===== src/rtl/regfile_wb_arbiter_if.sv =====
`default_nettype none
// ============================================================================
// Module  : regfile_wb_arbiter_if
// Brief   : Bus bundle for the register-file write-port arbiter: pipeline
//           writeback, long-unit results, RF write port and hazard queries.
// Revision: 1.0
// ============================================================================
interface regfile_wb_arbiter_if;
    logic        pipe_wb_valid;
    logic [4:0]  pipe_wb_addr;
    logic [31:0] pipe_wb_data;
    logic        lu_valid;
    logic        lu_ready;
    logic [4:0]  lu_addr;
    logic [31:0] lu_data;
    logic        pipe_stall;
    logic        rf_we;
    logic [4:0]  rf_waddr;
    logic [31:0] rf_wdata;
    logic        issue_valid;
    logic [4:0]  issue_addr;
    logic [4:0]  rs1_addr;
    logic [4:0]  rs2_addr;
    logic        rs1_busy;
    logic        rs2_busy;

    modport master (
        output pipe_wb_valid, pipe_wb_addr, pipe_wb_data,
        output lu_valid, lu_addr, lu_data,
        output issue_valid, issue_addr, rs1_addr, rs2_addr,
        input  lu_ready, pipe_stall, rf_we, rf_waddr, rf_wdata,
        input  rs1_busy, rs2_busy
    );

    modport slave (
        input  pipe_wb_valid, pipe_wb_addr, pipe_wb_data,
        input  lu_valid, lu_addr, lu_data,
        input  issue_valid, issue_addr, rs1_addr, rs2_addr,
        output lu_ready, pipe_stall, rf_we, rf_waddr, rf_wdata,
        output rs1_busy, rs2_busy
    );
endinterface
`default_nettype wire


===== src/rtl/regfile_wb_arbiter.sv =====
`default_nettype none
// ============================================================================
// Module  : regfile_wb_arbiter
// Brief   : Shares the RF write port between pipeline writeback (priority) and
//           a buffered long-latency result stream with a starvation guard.
//           Define RF_ARB_SCOREBOARD_EN to build the pending-destination
//           scoreboard used for RAW hazard queries.
// Revision: 1.0
// ============================================================================
module regfile_wb_arbiter #(
    parameter int FIFO_DEPTH = 2,
    parameter int STARVE_MAX = 4
) (
    input  logic                 clk,
    input  logic                 rst,
    regfile_wb_arbiter_if.slave  bus
);
    localparam int                 c_PTR_W      = (FIFO_DEPTH > 1) ? $clog2(FIFO_DEPTH) : 1;
    localparam int                 c_CNT_W      = c_PTR_W + 1;
    localparam logic [c_CNT_W-1:0] c_FULL       = c_CNT_W'(FIFO_DEPTH);
    localparam logic [3:0]         c_STARVE_MAX = 4'(STARVE_MAX);

    logic [4:0]         r_fifo_addr [FIFO_DEPTH];
    logic [31:0]        r_fifo_data [FIFO_DEPTH];
    logic [c_PTR_W-1:0] r_wr_ptr;
    logic [c_PTR_W-1:0] r_rd_ptr;
    logic [c_CNT_W-1:0] r_count;
    logic [3:0]         r_starve;
    logic               r_stall;
    logic               r_rf_we;
    logic [4:0]         r_rf_waddr;
    logic [31:0]        r_rf_wdata;

    logic               w_empty;
    logic               w_full;
    logic               w_pipe_req;
    logic               w_pop;
    logic               w_push;
    logic               w_starved;
    logic               w_starve_hit;
    logic [4:0]         w_head_addr;
    logic [31:0]        w_head_data;
    logic               w_head_write;

    assign w_empty      = (r_count == '0);
    assign w_full       = (r_count == c_FULL);
    assign w_pipe_req   = bus.pipe_wb_valid && (bus.pipe_wb_addr != 5'd0);
    assign w_pop        = !w_pipe_req && !w_empty;
    assign w_push       = bus.lu_valid && !w_full;
    assign w_head_addr  = r_fifo_addr[r_rd_ptr];
    assign w_head_data  = r_fifo_data[r_rd_ptr];
    // x0 entries drain through the pop path but never reach the write port
    assign w_head_write = w_pop && (w_head_addr != 5'd0);
    assign w_starved    = !w_empty && !w_pop;
    assign w_starve_hit = w_starved && ((r_starve + 4'd1) == c_STARVE_MAX);

    always_ff @(posedge clk) begin
        if (w_push) begin
            r_fifo_addr[r_wr_ptr] <= bus.lu_addr;
            r_fifo_data[r_wr_ptr] <= bus.lu_data;
        end
    end

    always_ff @(posedge clk or posedge rst) begin
        if (rst) begin
            r_wr_ptr <= '0;
            r_rd_ptr <= '0;
            r_count  <= '0;
        end else begin
            if (w_push) begin
                r_wr_ptr <= r_wr_ptr + c_PTR_W'(1);
            end
            if (w_pop) begin
                r_rd_ptr <= r_rd_ptr + c_PTR_W'(1);
            end
            r_count <= r_count + c_CNT_W'(w_push) - c_CNT_W'(w_pop);
        end
    end

    // The stall lands one cycle after the limit is hit, so the head is granted
    // STARVE_MAX+1 cycles after it became poppable.
    always_ff @(posedge clk or posedge rst) begin
        if (rst) begin
            r_starve <= '0;
            r_stall  <= 1'b0;
        end else begin
            r_stall <= w_starve_hit;
            if (!w_starved || w_starve_hit) begin
                r_starve <= '0;
            end else begin
                r_starve <= r_starve + 4'd1;
            end
        end
    end

    always_ff @(posedge clk or posedge rst) begin
        if (rst) begin
            r_rf_we    <= 1'b0;
            r_rf_waddr <= '0;
            r_rf_wdata <= '0;
        end else begin
            r_rf_we <= w_pipe_req || w_head_write;
            if (w_pipe_req) begin
                r_rf_waddr <= bus.pipe_wb_addr;
                r_rf_wdata <= bus.pipe_wb_data;
            end else if (w_pop) begin
                r_rf_waddr <= w_head_addr;
                r_rf_wdata <= w_head_data;
            end
        end
    end

    assign bus.lu_ready   = !w_full;
    assign bus.pipe_stall = r_stall;
    assign bus.rf_we      = r_rf_we;
    assign bus.rf_waddr   = r_rf_waddr;
    assign bus.rf_wdata   = r_rf_wdata;

`ifdef RF_ARB_SCOREBOARD_EN
    logic [31:1] r_busy;
    logic [31:0] w_busy_vec;

    // Set has priority so a re-issue racing the final writeback stays pending
    always_ff @(posedge clk or posedge rst) begin
        if (rst) begin
            r_busy <= '0;
        end else begin
            for (int i = 1; i < 32; i++) begin
                if (bus.issue_valid && (bus.issue_addr == 5'(i))) begin
                    r_busy[i] <= 1'b1;
                end else if (w_head_write && (w_head_addr == 5'(i))) begin
                    r_busy[i] <= 1'b0;
                end
            end
        end
    end

    assign w_busy_vec   = {r_busy, 1'b0};
    assign bus.rs1_busy = w_busy_vec[bus.rs1_addr];
    assign bus.rs2_busy = w_busy_vec[bus.rs2_addr];
`else
    logic w_unused_sb;
    assign w_unused_sb  = &{1'b0, bus.issue_valid, bus.issue_addr, bus.rs1_addr, bus.rs2_addr};
    assign bus.rs1_busy = 1'b0;
    assign bus.rs2_busy = 1'b0;
`endif

endmodule
`default_nettype wire

===== src/flat_wrapper.sv =====
// flat-port wrapper written by rule: the top's interface ports become plain ports
module regfile_wb_arbiter_flat 
#(
    parameter int FIFO_DEPTH = 2,
    parameter int STARVE_MAX = 4
)
  (clk, rst, bus_pipe_wb_valid, bus_pipe_wb_addr, bus_pipe_wb_data, bus_lu_valid, bus_lu_addr, bus_lu_data, bus_issue_valid, bus_issue_addr, bus_rs1_addr, bus_rs2_addr, bus_lu_ready, bus_pipe_stall, bus_rf_we, bus_rf_waddr, bus_rf_wdata, bus_rs1_busy, bus_rs2_busy);
  regfile_wb_arbiter_if bus_i ();
  input  logic clk;
  input  logic rst;
  input wire logic [$bits(bus_i.pipe_wb_valid)-1:0] bus_pipe_wb_valid;
  input wire logic [$bits(bus_i.pipe_wb_addr)-1:0] bus_pipe_wb_addr;
  input wire logic [$bits(bus_i.pipe_wb_data)-1:0] bus_pipe_wb_data;
  input wire logic [$bits(bus_i.lu_valid)-1:0] bus_lu_valid;
  input wire logic [$bits(bus_i.lu_addr)-1:0] bus_lu_addr;
  input wire logic [$bits(bus_i.lu_data)-1:0] bus_lu_data;
  input wire logic [$bits(bus_i.issue_valid)-1:0] bus_issue_valid;
  input wire logic [$bits(bus_i.issue_addr)-1:0] bus_issue_addr;
  input wire logic [$bits(bus_i.rs1_addr)-1:0] bus_rs1_addr;
  input wire logic [$bits(bus_i.rs2_addr)-1:0] bus_rs2_addr;
  output wire logic [$bits(bus_i.lu_ready)-1:0] bus_lu_ready;
  output wire logic [$bits(bus_i.pipe_stall)-1:0] bus_pipe_stall;
  output wire logic [$bits(bus_i.rf_we)-1:0] bus_rf_we;
  output wire logic [$bits(bus_i.rf_waddr)-1:0] bus_rf_waddr;
  output wire logic [$bits(bus_i.rf_wdata)-1:0] bus_rf_wdata;
  output wire logic [$bits(bus_i.rs1_busy)-1:0] bus_rs1_busy;
  output wire logic [$bits(bus_i.rs2_busy)-1:0] bus_rs2_busy;
  assign bus_i.pipe_wb_valid = bus_pipe_wb_valid;
  assign bus_i.pipe_wb_addr = bus_pipe_wb_addr;
  assign bus_i.pipe_wb_data = bus_pipe_wb_data;
  assign bus_i.lu_valid = bus_lu_valid;
  assign bus_i.lu_addr = bus_lu_addr;
  assign bus_i.lu_data = bus_lu_data;
  assign bus_i.issue_valid = bus_issue_valid;
  assign bus_i.issue_addr = bus_issue_addr;
  assign bus_i.rs1_addr = bus_rs1_addr;
  assign bus_i.rs2_addr = bus_rs2_addr;
  assign bus_lu_ready = bus_i.lu_ready;
  assign bus_pipe_stall = bus_i.pipe_stall;
  assign bus_rf_we = bus_i.rf_we;
  assign bus_rf_waddr = bus_i.rf_waddr;
  assign bus_rf_wdata = bus_i.rf_wdata;
  assign bus_rs1_busy = bus_i.rs1_busy;
  assign bus_rs2_busy = bus_i.rs2_busy;
  regfile_wb_arbiter #(.FIFO_DEPTH(FIFO_DEPTH), .STARVE_MAX(STARVE_MAX)) u_core (.clk(clk), .rst(rst), .bus(bus_i));
endmodule

===== config.mk =====
export PLATFORM = sky130hd
export DESIGN_NAME = regfile_wb_arbiter_flat
export DESIGN_NICKNAME = d
export VERILOG_FILES = /design/src/rtl/regfile_wb_arbiter_if.sv /design/src/rtl/regfile_wb_arbiter.sv /design/src/flat_wrapper.sv
export SDC_FILE = /design/constraint.sdc
export NUM_CORES = 1
export LEC_CHECK = 0
export ABC_AREA = 1
export BUFFER_PORTS_ARGS = -buffer_cell sky130_fd_sc_hd__buf_2
export CAP_MARGIN = 15
export CORE_MARGIN = 4
export CORE_UTILIZATION = 25
export DETAILED_ROUTE_END_ITERATION = 10
export PLACE_DENSITY = 0.42
export SYNTH_ARGS = -nofsm -noshare
export SYNTH_HDL_FRONTEND = slang
export SYNTH_SLANG_ARGS = --single-unit

===== constraint.sdc =====
create_clock -name clk -period 3.9 [get_ports clk]
set_input_delay 0.78 -clock clk [delete_from_list [all_inputs] [get_ports clk]]
set_output_delay 0.78 -clock clk [all_outputs]
set_load 0.01 [all_outputs]

Word-level counts from Yosys, hierarchy flattened:

Memory sizes are Yosys's and may differ from the RTL's.
Index checks and enable logic that the tools add are counted.

* $add $sub $neg: 5
* multiply operators: 0
* div/mod/pow operators: 0
* magnitude comparators: 0
* eq/ne operators: 2
* shifts and indexed selects: 0
* muxes and demuxes: 7
* bitwise gates (word level): 0
* reduce and logical (&&, ||, !) cells: 17

Operator list (count)
* 2-to-1 mux 32 bit: 2
* 2-to-1 mux 5 bit: 2
* nonzero test 5 bit: 2
* logical AND 1 bit: 6
* zero test 1 bit: 5
* adder 4 x 1 -> 4 bit, second input constant: 1
* == test 4 x 3 -> 1 bit, second input constant: 1
* 2-to-1 mux 4 bit: 1
* adder 1 bit, second input constant: 2
* adder 2 x 1 -> 2 bit: 1
* == test 2 bit, second input constant: 1
* zero test 2 bit: 1
* logical OR 1 bit: 2
* 2-to-1 mux 1 bit: 2
* nonzero test 2 bit: 1
* subtractor 2 x 1 -> 2 bit: 1

* flip-flop bits (word level): 47
* latch bits: 0
* memory bits (writable): 74
* ROM bits: 0
* input bits: 94
* output and inout bits: 42
* word-level logic and storage cells: 41
* memories kept: 2

Memories
* u_core.r_fifo_data: depth 2, bits a word 32, rd ports 1, clocked after Yosys merged registers in 0, wr ports 1, RTL line regfile_wb_arbiter.sv:24 `logic [31:0] r_fifo_data [FIFO_DEPTH];`
* u_core.r_fifo_addr: depth 2, bits a word 5, rd ports 1, clocked after Yosys merged registers in 0, wr ports 1, RTL line regfile_wb_arbiter.sv:23 `logic [4:0] r_fifo_addr [FIFO_DEPTH];`

Longest topological paths before layout:

* word-level depth: 9
* gate-level depth with buffers: 7
* mapped depth without buffers: 7

Worst setup path after synthesis:

OpenSTA, ideal clock, no wires.

* path type: input -> register
* from: input port bus_lu_valid
* to: memory u_core.r_fifo_addr[1][0], enable pin
* setup time: 433 ps
* arrival time: 2451 ps
* path slack: 1016 ps
* stages: 2
* path buffers: 0
* path through: nand2_1 nor2_1

* longest elaborated chain between the ends: 3

RTL lines
* from (decl): RTL line flat_wrapper.sv:14 `input wire logic [$bits(bus_i.lu_valid)-1:0] bus_lu_valid;`
* logical AND 1 bit: RTL line regfile_wb_arbiter.sv:49 `assign w_push = bus.lu_valid && !w_full;`
* 2-to-1 mux 1 bit: RTL line regfile_wb_arbiter.sv:58 `if (w_push) begin`
* 2-to-1 mux 1 bit (implied by the code): RTL line regfile_wb_arbiter.sv:59 `r_fifo_addr[r_wr_ptr] <= bus.lu_addr;`
* to (decl): RTL line regfile_wb_arbiter.sv:23

No other way between the ends.

Final worst setup path:

* from: register u_core.r_rd_ptr
* to: register u_core.r_rf_we, in the netlist u_core.bus.rf_we

* longest elaborated chain between the ends: 4

RTL lines
* from (decl): RTL line regfile_wb_arbiter.sv:26 `logic [c_PTR_W-1:0] r_rd_ptr;`
* from (signal assigned): RTL line regfile_wb_arbiter.sv:74 `r_rd_ptr <= r_rd_ptr + c_PTR_W'(1);`
* memory read (2 x 5 bit)
* nonzero test 5 bit: RTL line regfile_wb_arbiter.sv:53 `assign w_head_write = w_pop && (w_head_addr != 5'd0);`
* logical AND 1 bit: RTL line regfile_wb_arbiter.sv:53
* logical OR 1 bit: RTL line regfile_wb_arbiter.sv:102 `r_rf_we <= w_pipe_req || w_head_write;`
* to (signal assigned): RTL line regfile_wb_arbiter.sv:102
* to (decl): RTL line regfile_wb_arbiter.sv:30 `logic r_rf_we;`

No other way between the ends.
A chain may end at the register's enable or synchronous reset.

==> reports/metrics.csv <==
stage,metric,value,unit
setup_path,start_kind,flop,
drt,vias,3660,
floorplan,start_util,25.3,%
cts,cts_resized,0,
sta,fin_hold_ws,0.457,ns
setup_path,endpoint_kind,flop,
sta,min_period_over_period,56.3,%
drt,drc,0,
floorplan,core,0.0202,mm^2
setup_path,cp_num_buf_inv,1,
sta,hold_viol_final,0,
finish,nNetsFinal,674,
sta,finalCriticalPeriod,2.19,ns
pwr,p_comb_share,26.2,%
drt,wire_per_inst,15.3,um
logic_synthesis,synth_top_family_by_area,simple AND/OR/NAND/NOR gates,
global_routing,overflow,0,
setup_path,slowest_stage,dfrtp_2,
global_routing,grt_max_degree,54,
job,maxCapViolations,0,
drt,drtIter0Drc,181,
logic_synthesis,ys_ff_latch,121,
setup_path,slowest_delay,0.92,ns
logic_synthesis,synthAdderAreaFrac,0.735,%
setup_path,critical_path.max_fanout,40,
drt,avgViaCountPerCell,4.26,
cts,clockBufferDepth,2,
sta,rsz0062_at_grt,false,
drt,firstDrtPassIters,4,
floorplan,die_x,151,um
pwr,switching_power,1.61,mW
pwr,p_per_area,745,mW/mm^2
pwr,ir_drop,0.273,mV
global_routing,grt_pass1_vias,3853,
pwr,swShare,33.3,%
floorplan,row_count,52,
sta,setup_violations,0,
cts,numCtsBuffers,17,
outcome,status,completed,
placement,port_buffers,117,
cts,clk_latency,0.41,ns
pwr,p_clk_share,33.0,%
sta,finalClockSkew,0.0141,ns
floorplan,die-area,0.0228,mm^2
sta,max_slew_margin,40.1,%
logic_synthesis,synthCells,463,
setup_path,required,4.17,ns
setup_path,arrival,2.46,ns
logic_synthesis,synth-simple-area-share,26.7,%
floorplan,io_pins,136,
cts,cts_sinks,121,
finish,area_growth,26.9,%
logic_synthesis,avgSynthCellArea,11.0,um^2
sta,setup-tns-final,0,ns
cts,ctsHoldBuffers,0,
setup_path,crit_type,flop to flop,
setup_path,r2r_slack,1.71,ns
sta,worst_pin_slew,0.898,ns
floorplan,die_h,151,um
global_routing,antenna_found_initial,2,
pwr,total_power,4.82,mW
cts,cts-root-buf,clkbuf_16,
logic_synthesis,synth_area,0.00510,mm^2
placement,hpwl,8.28,mm
min_path,hp-class,input pin to asynchronous set/reset pin,
cts,cts_tree,built,
setup_path,cpLargestDelayFamily,flip-flops,
setup_path,cpMostUsedCell,nand2_1,
sta,max_freq,456,MHz
logic_synthesis,ys_seq_area_share,66.6,%
cts,clkSlewWorstSetupHoldPaths,0.06,ns
logic_synthesis,synth_compound_area_share,0.196,%
cts,htreeDepth,4,
logic_synthesis,synthMuxAreaShare,0,%
finish,antennaDiodeCount,0,
logic_synthesis,yosysUniqueCellTypes,24,
pwr,intPower,3.22,mW
logic_synthesis,synth_xor_xnor_area_share,0.515,%
finish,drive_above_1_share,30.5,%
pwr,leakagePower,2.87,nW
drt,drt.antenna.violating_nets,0,
placement,routabilityCongestion,0.735,
global_routing,grt_usage,12.1,%
pwr,p_seq_share,40.7,%
setup_path,crit_chain,inv_2 -> nand2_1 -> nand2_1 -> nor2_1 -> nand3_1 -> nand2_1 -> nand2_1,
sta,slew_viol_final,0,
logic_synthesis,ys_warn_count,0,
cts,cts_setup_buffers,0,
global_routing,grt_pass1_wl,20.8,mm
drt,wl,13.2,mm
-- cell families (layout without fill, tap and decap cells) --
group / Yosys count / count (layout)
compound gates: 2 / 2
xor+xnor: 3 / 3
fa+ha+maj: 3 / 3
simple gates: 290 / 290
buf+inv: 43 / 169
other cells: 1 / 2
flops: 121 / 121
-- per-stage QoR --
step                area [um^2]  util [%]  std cells  worst slack (ns)
finish                     6470      32.1        860              1.71
detailed placement         5870      29.1        828              1.27
floorplan                  5110         -        464              1.02
CTS                        6470      32.1        860              1.60
global route               6470      32.1        860              1.35
global placement           5870      29.1        828              1.29
-- layout make-up --
cell class | instances | area (um^2)
Fill cell | 2120 | 13700
Sequential cell | 121 | 3400
Multi-Input combinational cell | 300 | 1460
Timing Repair Buffer | 122 | 623
Clock buffer | 23 | 478
Tap cell | 270 | 338
Clock inverter | 9 | 123
Inverter | 15 | 56.3
-- registers in the layout (all words and copies together), names as in the netlist --
signal,cells
u_core.r_fifo_addr,10
u_core.r_wr_ptr,1
u_core.bus.pipe_stall,1
u_core.bus.rf_we,1
u_core.r_rd_ptr,1
u_core.bus.rf_waddr,5
u_core.r_starve,4
u_core.r_fifo_data,64
u_core.r_count,2
u_core.bus.rf_wdata,32
-- worst reg2reg max path: stages (launching register included) --
cell     delay, ns
dfrtp_2       0.92
inv_2         0.57
nand2_1       0.17
nand2_1       0.11
nor2_1        0.11
nand3_1       0.08
nand2_1       0.06
nand2_1       0.05
-- per-layer routing --
layer	track usage [%]	vias to the layer above	routed length (um)
met1	15.8	1755	6150
met3	3.35	15	638
li1	-	1793	-
met4	4.22	4	146
met5	0	-	21
met2	19.3	93	6230
-- cell usage after synthesis --
library cell | instances | area (um^2)
a21oi_1 | 1 | 5.00
buf_1 | 1 | 3.75
buf_12 | 3 | 60.1
buf_2 | 15 | 75.1
buf_4 | 4 | 30.0
buf_6 | 3 | 33.8
clkbuf_1 | 2 | 7.51
conb_1 | 1 | 3.75
dfrtp_1 | 47 | 1180
edfxtp_1 | 74 | 2220
ha_1 | 3 | 37.5
inv_1 | 12 | 45.0
inv_2 | 3 | 11.3
nand2_1 | 157 | 589
nand2_4 | 1 | 11.3
nand3_1 | 94 | 470
nand3_2 | 21 | 210
nand4_1 | 1 | 6.26
nor2_1 | 13 | 48.8
nor2_2 | 1 | 6.26
nor2_4 | 1 | 11.3
nor3b_1 | 1 | 7.51
o21ai_0 | 1 | 5.00
xnor2_1 | 3 | 26.3
-- cells in the final DEF (no fill, tap or decap), types with 2 or more instances in the layout --
cell and instances:
nor2_4 3, clkinvlp_4 2, nand3_2 21, clkbuf_8 3, buf_4 5, dfrtp_1 46
conb_1 2, edfxtp_1 74, xnor2_1 3, inv_2 4, clkinv_2 2, nand3_1 94
bufinv_16 3, nor2_1 11, inv_1 11, buf_2 117, clkbuf_16 17, nand2_1 157
ha_1 3, clkbuf_1 3, clkinv_1 2
-- final timing paths --
| check | from | to | depth (start not counted) |
|---|---|---|---|
| worst max-delay path | u_core.r_rd_ptr | u_core.bus.rf_we | 7 |
| worst min-delay path | rst | u_core.bus.rf_we | 2 |
| worst max register to register | u_core.r_rd_ptr | u_core.bus.rf_we | 7 |
| worst min register to register | u_core.r_starve[0] | u_core.r_starve[0] | 1 |
| max in group asynchronous | rst | u_core.r_starve[2] | 3 |
| min in group clk | u_core.r_starve[0] | u_core.r_starve[0] | 1 |
-- power by group through the flow --
stage,sequential [mW],clock (mW),combinational (mW)
2_1_floorplan,1.99,0,0.843
3_5_place_dp,1.99,0,1.31
4_1_cts,1.97,1.63,1.32
5_1_grt,2.01,1.69,1.46
3_3_place_gp,1.99,0,1.30
6_report,1.96,1.59,1.27
No activity file was read; power rests on OpenSTA's default activity.
